## config.mk

```make
export PLATFORM = sky130hd
export DESIGN_NAME = regress_stim_check
export DESIGN_NICKNAME = d
export VERILOG_FILES = /design/src/rtl/regress_stim_check_pkg.sv /design/src/rtl/lfsr64_step.sv /design/src/rtl/regress_stim_check.sv
export SDC_FILE = /design/constraint.sdc
export NUM_CORES = 1
export LEC_CHECK = 0
export ABC_AREA = 1
export CAP_MARGIN = 40
export CORE_MARGIN = 3
export CORE_UTILIZATION = 48
export DETAILED_ROUTE_END_ITERATION = 16
export GPL_ROUTABILITY_DRIVEN = 0
export GPL_TIMING_DRIVEN = 0
export PLACE_DENSITY = 0.75
export SLEW_MARGIN = 5
export SYNTH_ARGS = -nofsm -noshare
export SYNTH_HDL_FRONTEND = slang
export SYNTH_SLANG_ARGS = --single-unit
```

## constraint.sdc

```tcl
create_clock -name clk -period 1.2 [get_ports clk]
set_input_delay 0.24 -clock clk [delete_from_list [all_inputs] [get_ports clk]]
set_output_delay 0.24 -clock clk [all_outputs]
set_load 0.005 [all_outputs]
```

## src/rtl/regress_stim_check_pkg.sv

```systemverilog
// Shared types and LFSR helpers for the regression stimulus/checker harness.
// Latency: n/a (declarations only). Backpressure: n/a.
// Polynomial taps are x^63, x^2 and x^0, fed back into bit 0 after a left shift.
package regress_stim_check_pkg;

    typedef enum logic [2:0] {
        IDLE  = 3'd0,
        INIT  = 3'd1,
        WARM  = 3'd2,
        ACCUM = 3'd3,
        CHECK = 3'd4,
        DONE  = 3'd5
    } state_t;

    localparam logic [63:0] LFSR_TAPS    = 64'h8000_0000_0000_0005;
    localparam logic [63:0] DEFAULT_SEED = 64'h5aef0c8d_d70a4497;

    function automatic logic [63:0] lfsr_next(input logic [63:0] x);
        return {x[62:0], ^(x & LFSR_TAPS)};
    endfunction

endpackage

```

## src/rtl/lfsr64_step.sv

```systemverilog
// One combinational step of the 64-bit stimulus/signature LFSR.
// Latency: 0 cycles (pure logic). Backpressure: none.
// Shared by the stimulus generator and the signature folder.
module lfsr64_step
    import regress_stim_check_pkg::*;
(
    input  logic [63:0] cur,
    output logic [63:0] nxt
);

    assign nxt = lfsr_next(cur);

endmodule

```

## src/rtl/regress_stim_check.sv

```systemverilog
// LFSR stimulus driver and signature checker wrapped around a DUT; optional REGRESS_STIM_CHECK_SAMPLE_REG_EN adds a dut_result register.
// Latency: stim follows crc combinationally; dut_result folded same edge (or one edge later with the sample register).
// Backpressure: none -- free-running, one vector per clock until the check completes.
module regress_stim_check
    import regress_stim_check_pkg::*;
#(
    parameter int          DW      = 8,
    parameter int          CYCLES  = 99,
    parameter int          WARMUP  = 10,
    parameter logic [63:0] SEED    = DEFAULT_SEED,
    parameter logic [63:0] EXP_SUM = 64'h0
) (
    input  logic          clk,
    input  logic          rst_n,
    output logic [DW-1:0] stim,
    input  logic [DW-1:0] dut_result,
    output logic [7:0]    cyc,
    output logic [63:0]   sum,
    output logic          done,
    output logic          pass,
    output logic          fail
);

    state_t        state;
    state_t        state_nxt;
    logic [63:0]   crc;
    logic [63:0]   crc_nxt;
    logic [63:0]   sum_nxt;
    logic [63:0]   res_ext;
    logic [DW-1:0] fold_in;
    logic [7:0]    cyc_inc;
    logic          load;
    logic          step;
    logic          acc;
    logic          chk;

`ifdef REGRESS_STIM_CHECK_SAMPLE_REG_EN
    // The extra flop delays dut_result by one cycle, so both phase boundaries shift by one.
    localparam logic [7:0] ACC_AT = 8'(WARMUP);
    localparam logic [7:0] CHK_AT = 8'(CYCLES);

    logic [DW-1:0] res_q;

    always_ff @(posedge clk or negedge rst_n) begin
        if (!rst_n) begin
            res_q <= '0;
        end else begin
            res_q <= dut_result;
        end
    end

    assign fold_in = res_q;
`else
    localparam logic [7:0] ACC_AT = 8'(WARMUP - 1);
    localparam logic [7:0] CHK_AT = 8'(CYCLES - 1);

    assign fold_in = dut_result;
`endif

    assign res_ext = 64'(fold_in);
    assign stim    = crc[DW-1:0];
    assign cyc_inc = (cyc == 8'hff) ? cyc : cyc + 8'd1;

    lfsr64_step u_crc_step (
        .cur (crc),
        .nxt (crc_nxt)
    );

    lfsr64_step u_sum_step (
        .cur (sum),
        .nxt (sum_nxt)
    );

    always_ff @(posedge clk or negedge rst_n) begin
        if (!rst_n) begin
            state <= IDLE;
        end else begin
            state <= state_nxt;
        end
    end

    always_comb begin
        state_nxt = state;
        load      = 1'b0;
        step      = 1'b0;
        acc       = 1'b0;
        chk       = 1'b0;
        case (state)
            IDLE:  state_nxt = INIT;
            INIT: begin
                load      = 1'b1;
                state_nxt = WARM;
            end
            WARM: begin
                step = 1'b1;
                if (cyc == ACC_AT) state_nxt = ACCUM;
            end
            ACCUM: begin
                step = 1'b1;
                acc  = 1'b1;
                if (cyc == CHK_AT) state_nxt = CHECK;
            end
            CHECK: begin
                chk       = 1'b1;
                state_nxt = DONE;
            end
            DONE:    state_nxt = DONE;
            default: state_nxt = IDLE;
        endcase
    end

    always_ff @(posedge clk or negedge rst_n) begin
        if (!rst_n) begin
            crc  <= '0;
            sum  <= '0;
            cyc  <= '0;
            done <= 1'b0;
            pass <= 1'b0;
            fail <= 1'b0;
        end else begin
            if (load) begin
                crc <= SEED;
                sum <= '0;
                cyc <= 8'd1;
            end else if (step) begin
                crc <= crc_nxt;
                cyc <= cyc_inc;
                sum <= acc ? (res_ext ^ sum_nxt) : 64'h0;
            end
            if (chk) begin
                done <= 1'b1;
                pass <= (sum == EXP_SUM);
                fail <= (sum != EXP_SUM);
            end
        end
    end

endmodule

```

==> run metrics, run 1 <==
via-per-instance ratio around 5.2; Arrival @ worst endpoint 1.81 ns; worst r2r src state[2]; # port buffers between 90 and 100; H-tree depth 4; Synthesis Warnings 0; Synth top area share 0.599; TritonCTS Buffers 17; switching share of power 0.251; Synth Net Count just over 600; Worst-Margin Slew roughly 0.66 ns; critical path required time about 1.5 ns; die area between 10000 and 15000 µm²; worst min path class in2async; Post-DRT Antenna Nets 0; worst-case hold slack -0.157 ns; CTS tree built; share of cells above drive strength 1 0.409; reg2reg end sum[4]; min Tclk post-route approximately 1.5 ns; Final HPWL DP just over 9000 µm; Yosys reg bits ~140; initial drt markers 328; Final period util 1.27; Avg WL per Cell 17.0 µm; pre-CTS setup slack -0.373 ns; Gate power share 0.169; outcome complete, but fails checks; power per cell area between 1000 and 1500 nW/µm²; NetSw 3.18 mW; Slew HR 0.559; final setup fails 160; Core ar. 11800 µm²; Setup crit end kind flop; sequential area share after synthesis 0.599; most frequent cell after synthesis dfrtp_1; clock tree sinks 142; Nets between 800 and 900; sequential share of power 0.419; RSZ-0062 raised after global routing true; largest net degree at the start of global routing between 70 and 80; Detailed Route WL around 17000 µm; Reg clk slew, reported paths about 0.06 ns; # rows 39; post-synthesis async set-or-reset flop share 1.00; Post-synth EDFFs 0; antenna cells 0; P_leak 4.35 nW; drt pass-1 iters 5; global-route wire length before repair roughly 26000 µm; Max Slew Vio Count 0; R2R Setup Slk -0.33 ns; I/O Pins between 90 and 100; Synth Instances a little over 600; Setup CP Type reg2reg; violated checks negative hold slack, negative setup slack; vias in the first global route roughly 5300; library cells used by synthesis 29; P_int 9.52 mW; Area growth syn-to-layout 46.4%; DR vias just over 5000; final hold violation count between 60 and 70; Layout Skew between 0.007 and 0.008 ns; Initial Util 0.505; most area-hungry cell type in the Yosys netlist dfrtp_1; max_cap viols 0; Max VDD drop 1.01 mV; CP Launch Type flop; Top FF cell, synth dfrtp_1; antenna violations before repair 0; Worst-Skew Late Latency approximately 0.42 ns; fillers 772; Critical-path top delay cell dfrtp_1; all-layer global routing usage 0.240; Clock Power Share 0.412; Die Y 117 µm; Clock Path Buffers 2; Max Clock Freq roughly 650 MHz; dominant cells by area after synthesis dfrtp_1, inv_1, o22ai_1; DRC violation count after routing 0; worst reg2reg path depth 4; Max FO, Critical Path 10; Critical Path Max Stage Delay just over 0.4 ns; most frequent cells after synthesis dfrtp_1, inv_1, o22ai_1, nand2_1, nor2_1; total congestion overflow 0; Syn Area/Cell slightly below 10 µm²; die width about 120 µm; fin util 0.739; Synth Cell Area 5940 µm²; cells along the critical path inv_2 -> nand3_2 -> buf_2 -> o32ai_1; setup ws final -0.328 ns; clock root buffer clkbuf_16
-- layout make-up --
cell class | count | area, µm² | share of cell area
sequential | 142 | 3560 | 0.409
multi-input combinational | 289 | 2010 | 0.231
timing repair buffer | 187 | 1540 | 0.177
inverter | 141 | 539 | 0.0620
clock buffer | 21 | 480 | 0.0553
buffer | 26 | 250 | 0.0288
tap | 164 | 205 | 0.0236
clock inverter | 10 | 113 | 0.0130
-- kinds of logic after synthesis --
group                    after synthesis  synth area share
AO/OA/AOI/OAI                        144             0.169
XOR/XNOR                               5           0.00738
adder cells (fa/ha/maj)                3           0.00632
buffers and inverters                175             0.122
flip-flops                           142             0.599
AND/OR/NAND/NOR                      137            0.0968
-- critical path: cells and delay by family, from the launching register on --
kind                   cells  cell delay (ns)
buffers and inverters      2             0.41
AOI/OAI and AO/OA          1             0.35
and+or+nand+nor            1             0.22
DFF                        1             0.41
-- how the worst max path moves through the flow --
| stage | startpoint | end | slack [ns] | cells past startpoint |
|---|---|---|---|---|
| finish | state[2] | sum[4] | -0.33 | 4 |
| floorplan | cyc[1] | cyc[3] | -0.03 | 8 |
| detailed placement | state[2] | state[0] | -0.37 | 6 |
| global route | state[2] | sum[4] | -0.36 | 4 |
| global placement | rst_n | crc[15] | -5.41 | 1 |
| CTS | state[1] | cyc[0] | -0.16 | 6 |
-- through the flow --
step	instances	hold slack (ns)	TNS (ns)	power (mW)	area, µm²
after floorplan	606	-0.0556	-0.219	5.97	5980
after global placement	862	0.483	-792.69	6.83	7100
after detailed placement	863	0.292	-34.19	6.88	7130
after CTS	963	-0.149	-15.31	12.2	8200
after global routing	980	-0.117	-27.74	13.1	8690
final	980	-0.157	-18.51	12.7	8690
-- repair_timing --
item                                    CTS  global route
pin swaps                                12            25
cloned                                    4             0
resized for setup                       412            94
hold endpoints to repair                 68            68
endpoints found under the setup margin  224           191
setup buffers                            74            17
-- power groups by stage --
stage          Clock (mW)  Sequential [mW]  Combinational [mW]
2_1_floorplan           0             5.45               0.522
3_3_place_gp            0             5.46                1.37
3_5_place_dp            0             5.47                1.41
4_1_cts              5.23             5.27                1.68
5_1_grt              5.47             5.35                2.30
6_report             5.23             5.32                2.15
-- flip-flops by register name, summed over array words and instances, names as in the netlist --
register and count:
crc 64, sum 64, cyc 8, state 3, done 1, fail 1
pass 1
-- layer usage --
metal | global-route usage | share of wire
met1 | 0.291 | 0.40
met2 | 0.416 | 0.52
met3 | 0.0442 | 0.039
met4 | 0.109 | 0.039
met5 | 0 | 0
-- cells in the final DEF (no fill, tap or decap), types with 5 or more instances in the layout --
master,n
a22oi_2,26
buf_2,69
buf_4,64
buf_6,55
clkbuf_16,17
clkbuf_8,6
clkdlybuf4s50_1,8
clkinvlp_4,5
dfrtp_1,138
inv_1,132
inv_2,7
nand2_1,46
nand2_2,10
nand3_1,7
nor2_1,31
nor2_2,11
nor2_4,11
o21ai_1,7
o22ai_1,78
o22ai_2,10
or2_2,6
xor2_1,5
(Power assumes the default switching activity.)
==> run 2: changes to the inputs <==
--- a/config.mk
+++ b/config.mk
@@ -7,13 +7,14 @@
 export LEC_CHECK = 0
 export ABC_AREA = 1
 export CAP_MARGIN = 40
+export CORE_ASPECT_RATIO = 0.8
 export CORE_MARGIN = 3
 export CORE_UTILIZATION = 48
 export DETAILED_ROUTE_END_ITERATION = 16
 export GPL_ROUTABILITY_DRIVEN = 0
 export GPL_TIMING_DRIVEN = 0
 export PLACE_DENSITY = 0.75
-export SLEW_MARGIN = 5
+export SLEW_MARGIN = 20
 export SYNTH_ARGS = -nofsm -noshare
 export SYNTH_HDL_FRONTEND = slang
 export SYNTH_SLANG_ARGS = --single-unit
==> run 2 against run 1 <==
  * The flow finishes with violations (negative setup slack)
  * Global-route usage increased by 1.3 points
  * Clock power increased by 6.1%
  * Final cell count increased by 0.31%
  * Clock-buffer cell count decreased by 3
  * Highest routed layer unchanged
==> run metrics, run 2 (synthesis results as in run 1) <==
RSZ-0062 raised after global routing true (unchanged); Detailed Route WL 19100 µm (was 16600 µm); Critical-path top delay cell xor2_1 (was dfrtp_1); worst min path class in2async (unchanged); # rows 35 (was 39); cells along the critical path buf_4 -> xor2_1 -> a21oi_2 -> o21ai_1 -> nand2_1 (was inv_2 -> nand3_2 -> buf_2 -> o32ai_1); clock root buffer clkbuf_16 (unchanged); Avg WL per Cell 19.5 µm (was 17.0 µm); power per cell area 1460 nW/µm² (about the same); CP Launch Type flop (unchanged); via-per-instance ratio 5.57 (was 5.24); Post-DRT Antenna Nets 0 (unchanged); met2 Track Usage GR 0.414 (was 0.416); Setup crit end kind flop (unchanged); most common cell after layout, fill and taps aside dfrtp_1 (unchanged); Layout Skew 0.0103 ns (was 0.00750 ns); Area growth syn-to-layout 53.0% (was 46.4%); Max Clock Freq 696 MHz (was 654 MHz); Top Usage Layer GRT met2 (unchanged); share of cells above drive strength 1 0.446 (was 0.409); Core ar. 11800 µm² (about the same); met3 Use GR 0.0608 (was 0.0442); DRC violation count after routing 0 (unchanged); drt pass-1 iters 5 (unchanged); fin util 0.771 (was 0.739); final total power 13.2 mW (was 12.7 mW); antenna cells 0 (unchanged); max_cap viols 0 (unchanged); Max FO, Critical Path 3 (was 10); worst reg2reg path depth 5 (was 4); worst-case hold slack 0.301 ns (was -0.157 ns); vias in the first global route 5443 (was 5271); final instance area 9080 µm² (was 8690 µm²); Max Slew Vio Count 0 (unchanged); all-layer global routing usage 0.253 (was 0.240); Post-Place Cells 847 (was 863); setup ws final -0.236 ns (was -0.328 ns); die width 130 µm (was 117 µm); fillers 668 (was 772); final setup fails 174 (was 160); die area 13700 µm² (about the same); Arrival @ worst endpoint 1.74 ns (was 1.81 ns); outcome complete, but fails checks (unchanged); DR vias 5480 (was 5134); Worst-Margin Slew 0.474 ns (was 0.661 ns); Final HPWL DP 9330 µm (was 9120 µm); final hold violation count 0 (was 68); worst r2r src sum[63] (was state[2]); Reg clk slew, reported paths 0.06 ns (about the same); Crit. Startpoint sum[63] (was state[2]); fin cells 983 (was 980); I/O Pins 93 (unchanged); antenna violations before repair 0 (unchanged); Placement Cell Area 7120 µm² (was 7130 µm²); Setup CP Type reg2reg (unchanged); critical path required time 1.50 ns (was 1.48 ns); # port buffers 92 (unchanged); crit-path leading delay family XOR/XNOR gates (was buffers and inverters); TritonCTS Buffers 17 (unchanged); Clock Path Buffers 2 (unchanged); Worst-Skew Late Latency 0.43 ns (was 0.42 ns); H-tree depth 4 (unchanged); initial drt markers 504 (was 328); R2R Setup Slk -0.24 ns (was -0.33 ns); clock tree sinks 142 (unchanged); P_leak 4.52 nW (was 4.35 nW); Final period util 1.20 (was 1.27); Nets 836 (was 817); biggest regs crc: 64 flops, sum: 64 flops, cyc: 8 flops (unchanged); Max VDD drop 0.958 mV (was 1.01 mV); total congestion overflow 0 (unchanged); Critical Path Max Stage Delay 0.41 ns (about the same); violated checks negative setup slack (was negative hold slack, negative setup slack); Slew HR 0.683 (was 0.559); Die Y 105 µm (was 117 µm); Initial Util 0.504 (was 0.505); largest net degree at the start of global routing 84 (was 75); commonest non-fill, non-tap cells in the layout dfrtp_1, inv_1, buf_4, o22ai_1, buf_2 (was dfrtp_1, inv_1, o22ai_1, buf_2, buf_4); global-route wire length before repair 27200 µm (was 25500 µm); worst path bufs/invs 1 (was 2); reg2reg end sum[0] (was sum[4]); min Tclk post-route 1.44 ns (was 1.53 ns); CTS tree built (unchanged); met1 usage 0.328 (was 0.291)
==> run 2: cell count changes in the layout (fill, tap and decap cells not counted), sizes merged <==
cell         previous run  this run
buf                   195       214
inv                   141       146
clkbuf                 29        25
clkinvlp                5         2
bufinv                  2         3
dlygate4sd3             0         1
==> run 2: metrics by stage <==
stage	setup TNS, ns	setup slack (ns)
2_1_floorplan	-0.219	-0.0334
3_3_place_gp	-802.47	-5.46
3_5_place_dp	-30.39	-0.374
4_1_cts	-13.89	-0.158
5_1_grt	-30.25	-0.301
6_report	-22.90	-0.236
==> run 2: cell type report <==
type	count	area (µm²)	share of cell area
clock buffers	18	439	0.0484
repair buffers	206	1750	0.193
plain buffers	26	284	0.0313
flip-flops and latches	142	3560	0.392
inverters	141	549	0.0605
clock inverters	13	178	0.0196
well taps	148	185	0.0204
multi-input cells	289	2140	0.235
==> run 2: timing repair <==
action	CTS	global route
gates cloned	6	0
setup buffers	81	26
resized for setup	442	107
endpoints found under the setup margin	224	269
pin swaps	12	25
hold endpoints to repair	59	0
hold buffers	1	0
==> run 2: worst register-to-register path: cells and delay by family (launching register included) <==
family,cells,cell delay [ns]
XOR/XNOR,1,0.41
AND/OR/NAND/NOR,1,0.08
AO/OA/AOI/OAI,2,0.28
flip-flops,1,0.39
buffers and inverters,1,0.16
==> run 2: power breakdown <==
part | internal, mW | switching [mW]
sequential | 5.10 | 0.231
combinational | 1.25 | 1.09
clock | 3.36 | 2.19
==> run 2: metal layers <==
layer	routed length (µm)	vias up
met1	7700	2764
met4	659	0
li1	-	2432
met3	986	59
met5	0	-
met2	9780	225
==> run 2: how the worst max path moves through the flow <==
stage,endpoint,slack [ns],depth (start not counted)
2_1_floorplan,cyc[3],-0.03,8
3_3_place_gp,sum[49],-5.46,1
3_5_place_dp,sum[61],-0.37,3
4_1_cts,cyc[0],-0.16,6
5_1_grt,fail,-0.30,9
6_report,sum[0],-0.24,5
==> run 3: changes to the inputs <==
--- a/config.mk
+++ b/config.mk
@@ -7,13 +7,15 @@
 export LEC_CHECK = 0
 export ABC_AREA = 1
 export CAP_MARGIN = 40
+export CELL_PAD_IN_SITES_DETAIL_PLACEMENT = 0
+export CELL_PAD_IN_SITES_GLOBAL_PLACEMENT = 2
 export CORE_ASPECT_RATIO = 0.8
 export CORE_MARGIN = 3
-export CORE_UTILIZATION = 48
+export CORE_UTILIZATION = 30
 export DETAILED_ROUTE_END_ITERATION = 16
 export GPL_ROUTABILITY_DRIVEN = 0
 export GPL_TIMING_DRIVEN = 0
-export PLACE_DENSITY = 0.75
+export PLACE_DENSITY_LB_ADDON = 0.1
 export SLEW_MARGIN = 20
 export SYNTH_ARGS = -nofsm -noshare
 export SYNTH_HDL_FRONTEND = slang
==> constraint.sdc (replaced) <==
create_clock -name clk -period 1.2 [get_ports clk]
set_input_delay 0.18 -clock clk [delete_from_list [all_inputs] [get_ports clk]]
set_output_delay 0.18 -clock clk [all_outputs]
set_load 0.05 [all_outputs]
==> run 3 against run 2 <==
  * The run still ends with negative setup slack left
  * Die area is 57% higher
  * Clock-buffer cell count grew 1
  * Combinational power up 30%
  * Utilization decreased by 25 points
  * Sequential cell count unchanged
  * Non-clock buffer count fell by 51
  * Critical endpoint is now sum[40]
  * Routed wire length decreased by 13%
  * Critical path type unchanged
  * Register-to-register slack improved by 0.08 ns
  * Hold slack barely moved
  * Via count fell by 13%
  * Clock power down 5.6%
==> run metrics, run 3 (synthesis results as in run 1) <==
outcome complete, but fails checks (unchanged); violated checks negative setup slack (unchanged); Clock Path Buffers 2 (unchanged); share of cells above drive strength 1 0.555 (was 0.446); Area growth syn-to-layout 67.2% (was 53.0%); # rows 45 (was 35); Max Clock Freq 737 MHz (was 696 MHz); met2 wire length 7520 µm (was 9780 µm); commonest non-fill, non-tap cells in the layout inv_1, buf_6, dfrtp_2, dfrtp_1, o22ai_2 (was dfrtp_1, inv_1, buf_4, o22ai_1, buf_2); Arrival @ worst endpoint 1.69 ns (was 1.74 ns); all-layer global routing usage 0.154 (was 0.253); CTS tree built (unchanged); Post-DRT Antenna Nets 0 (unchanged); # port buffers 92 (unchanged); Avg WL per Cell 15.9 µm (was 19.5 µm); clock tree sinks 142 (unchanged); total congestion overflow 0 (unchanged); R2R Setup Slk -0.16 ns (was -0.24 ns); initial drt markers 190 (was 504); CP Launch Type flop (unchanged); Setup crit end kind flop (unchanged); vias in the first global route 4815 (was 5443); Setup CP Type reg2reg (unchanged); via-per-instance ratio 4.58 (was 5.57); Final period util 1.13 (was 1.20); most common cell after layout, fill and taps aside inv_1 (was dfrtp_1); largest net degree at the start of global routing 73 (was 84); die width 163 µm (was 130 µm); Final HPWL DP 10300 µm (was 9330 µm); DR vias 4778 (was 5480); critical path required time 1.54 ns (was 1.50 ns); antenna cells 0 (unchanged); Core ar. 19200 µm² (was 11800 µm²); Worst-Margin Slew 0.412 ns (was 0.474 ns); drt pass-1 iters 6 (was 5); Initial Util 0.309 (was 0.504); Max VDD drop 0.825 mV (was 0.958 mV); setup TNS -13.74 ns (was -22.90 ns); global-route wire length before repair 26200 µm (was 27200 µm); DRC violation count after routing 0 (unchanged); Worst-Skew Late Latency 0.42 ns (was 0.43 ns); final setup fails 155 (was 174); Slew HR 0.725 (was 0.683); Reg clk slew, reported paths 0.06 ns (about the same); M1 WL 8210 µm (was 7700 µm); H-tree depth 4 (unchanged); power per cell area 1390 nW/µm² (was 1460 nW/µm²); Max Slew Vio Count 0 (unchanged); P_leak 4.46 nW (was 4.52 nW); setup ws final -0.157 ns (was -0.236 ns); min Tclk post-route 1.36 ns (was 1.44 ns); antenna violations before repair 0 (unchanged); fin util 0.517 (was 0.771); Nets 785 (was 836); Top Layer Used met4 (unchanged); worst min path class in2async (unchanged); Layout Skew 0.0103 ns (about the same); biggest regs crc: 64 flops, sum: 64 flops, cyc: 8 flops (unchanged); die area 21500 µm² (was 13700 µm²); final hold violation count 0 (unchanged); RSZ-0062 raised after global routing true (unchanged); Max FO, Critical Path 8 (was 3); TritonCTS Buffers 17 (unchanged); clock root buffer clkbuf_16 (unchanged); Detailed Route WL 16600 µm (was 19100 µm); met3 WL 662 µm (was 986 µm); max_cap viols 0 (unchanged); fillers 1721 (was 668); Die Y 132 µm (was 105 µm); I/O Pins 93 (unchanged)
## run 3: changes by cell type in the layout (fill, tap and decap cells not counted), moves of 18 or more
cell and delta:
dfrtp_1 -69, dfrtp_2 +69, buf_2 -64, o22ai_1 -57, buf_4 -54, o22ai_2 +51
buf_6 +39, buf_8 +18
## run 3: what timing repair did
item / in CTS / in global routing
gates resized for setup: 726 / 144
endpoints found under the hold margin: 71 / 0
hold buffers: 1 / 0
setup endpoints to repair: 224 / 281
pin swaps: 9 / 15
gates cloned: 8 / 5
buffers inserted: 32 / 23
## run 3: worst max-delay path, stage by stage, from the launching register on
cell	delay [ns]
dfrtp_2	0.45
buf_12	0.15
nand2_8	0.08
nand2_8	0.09
buf_12	0.17
buf_12	0.13
buf_16	0.13
o22ai_2	0.08
## run 3: area by class of cell
type	instances	area, µm²	share of cell area
inverters	141	571	0.0575
repair buffers	158	1960	0.197
clock buffers	19	443	0.0446
clock inverters	13	140	0.0141
plain buffers	23	317	0.0319
flip-flops and latches	142	3650	0.367
well taps	258	323	0.0325
multi-input cells	289	2530	0.255
## run 3: path summary, 6_finish.rpt
check	startpoint	to	cells past startpoint
max in group asynchronous	rst_n	cyc[7]	3
worst min-delay path	rst_n	sum[25]	2
worst min register to register	done	done	1
worst max-delay path	state[1]	sum[40]	7
min in group clk	dut_result[2]	sum[2]	3
worst max register to register	state[1]	sum[40]	7
## run 3: metrics by stage
| stage | cells | power (mW) | instance area (µm²) | setup WS [ns] | hold slack (ns) |
|---|---|---|---|---|---|
| CTS | 1023 | 13.6 | 9100 | -0.169 | 0.348 |
| global placement | 956 | 8.02 | 7310 | -6.51 | 0.498 |
| detailed placement | 957 | 8.05 | 7340 | -0.421 | 0.195 |
| global route | 1043 | 14.4 | 9920 | -0.202 | 0.328 |
| finish | 1043 | 13.8 | 9920 | -0.157 | 0.301 |
| floorplan | 606 | 7.09 | 6070 | -0.168 | -0.116 |
## run 3: power by group
group          internal (mW)  leakage, nW  switching, mW
combinational           1.24         2.56           1.81
clock                   3.12        0.276           2.12
sequential              5.15         1.62          0.346
## run 3: per-layer routing
layer | vias to the layer above | track usage
met5 | - | 0
met4 | 0 | 0.0460
met3 | 13 | 0.0330
met2 | 83 | 0.229
met1 | 2379 | 0.225
li1 | 2303 | -
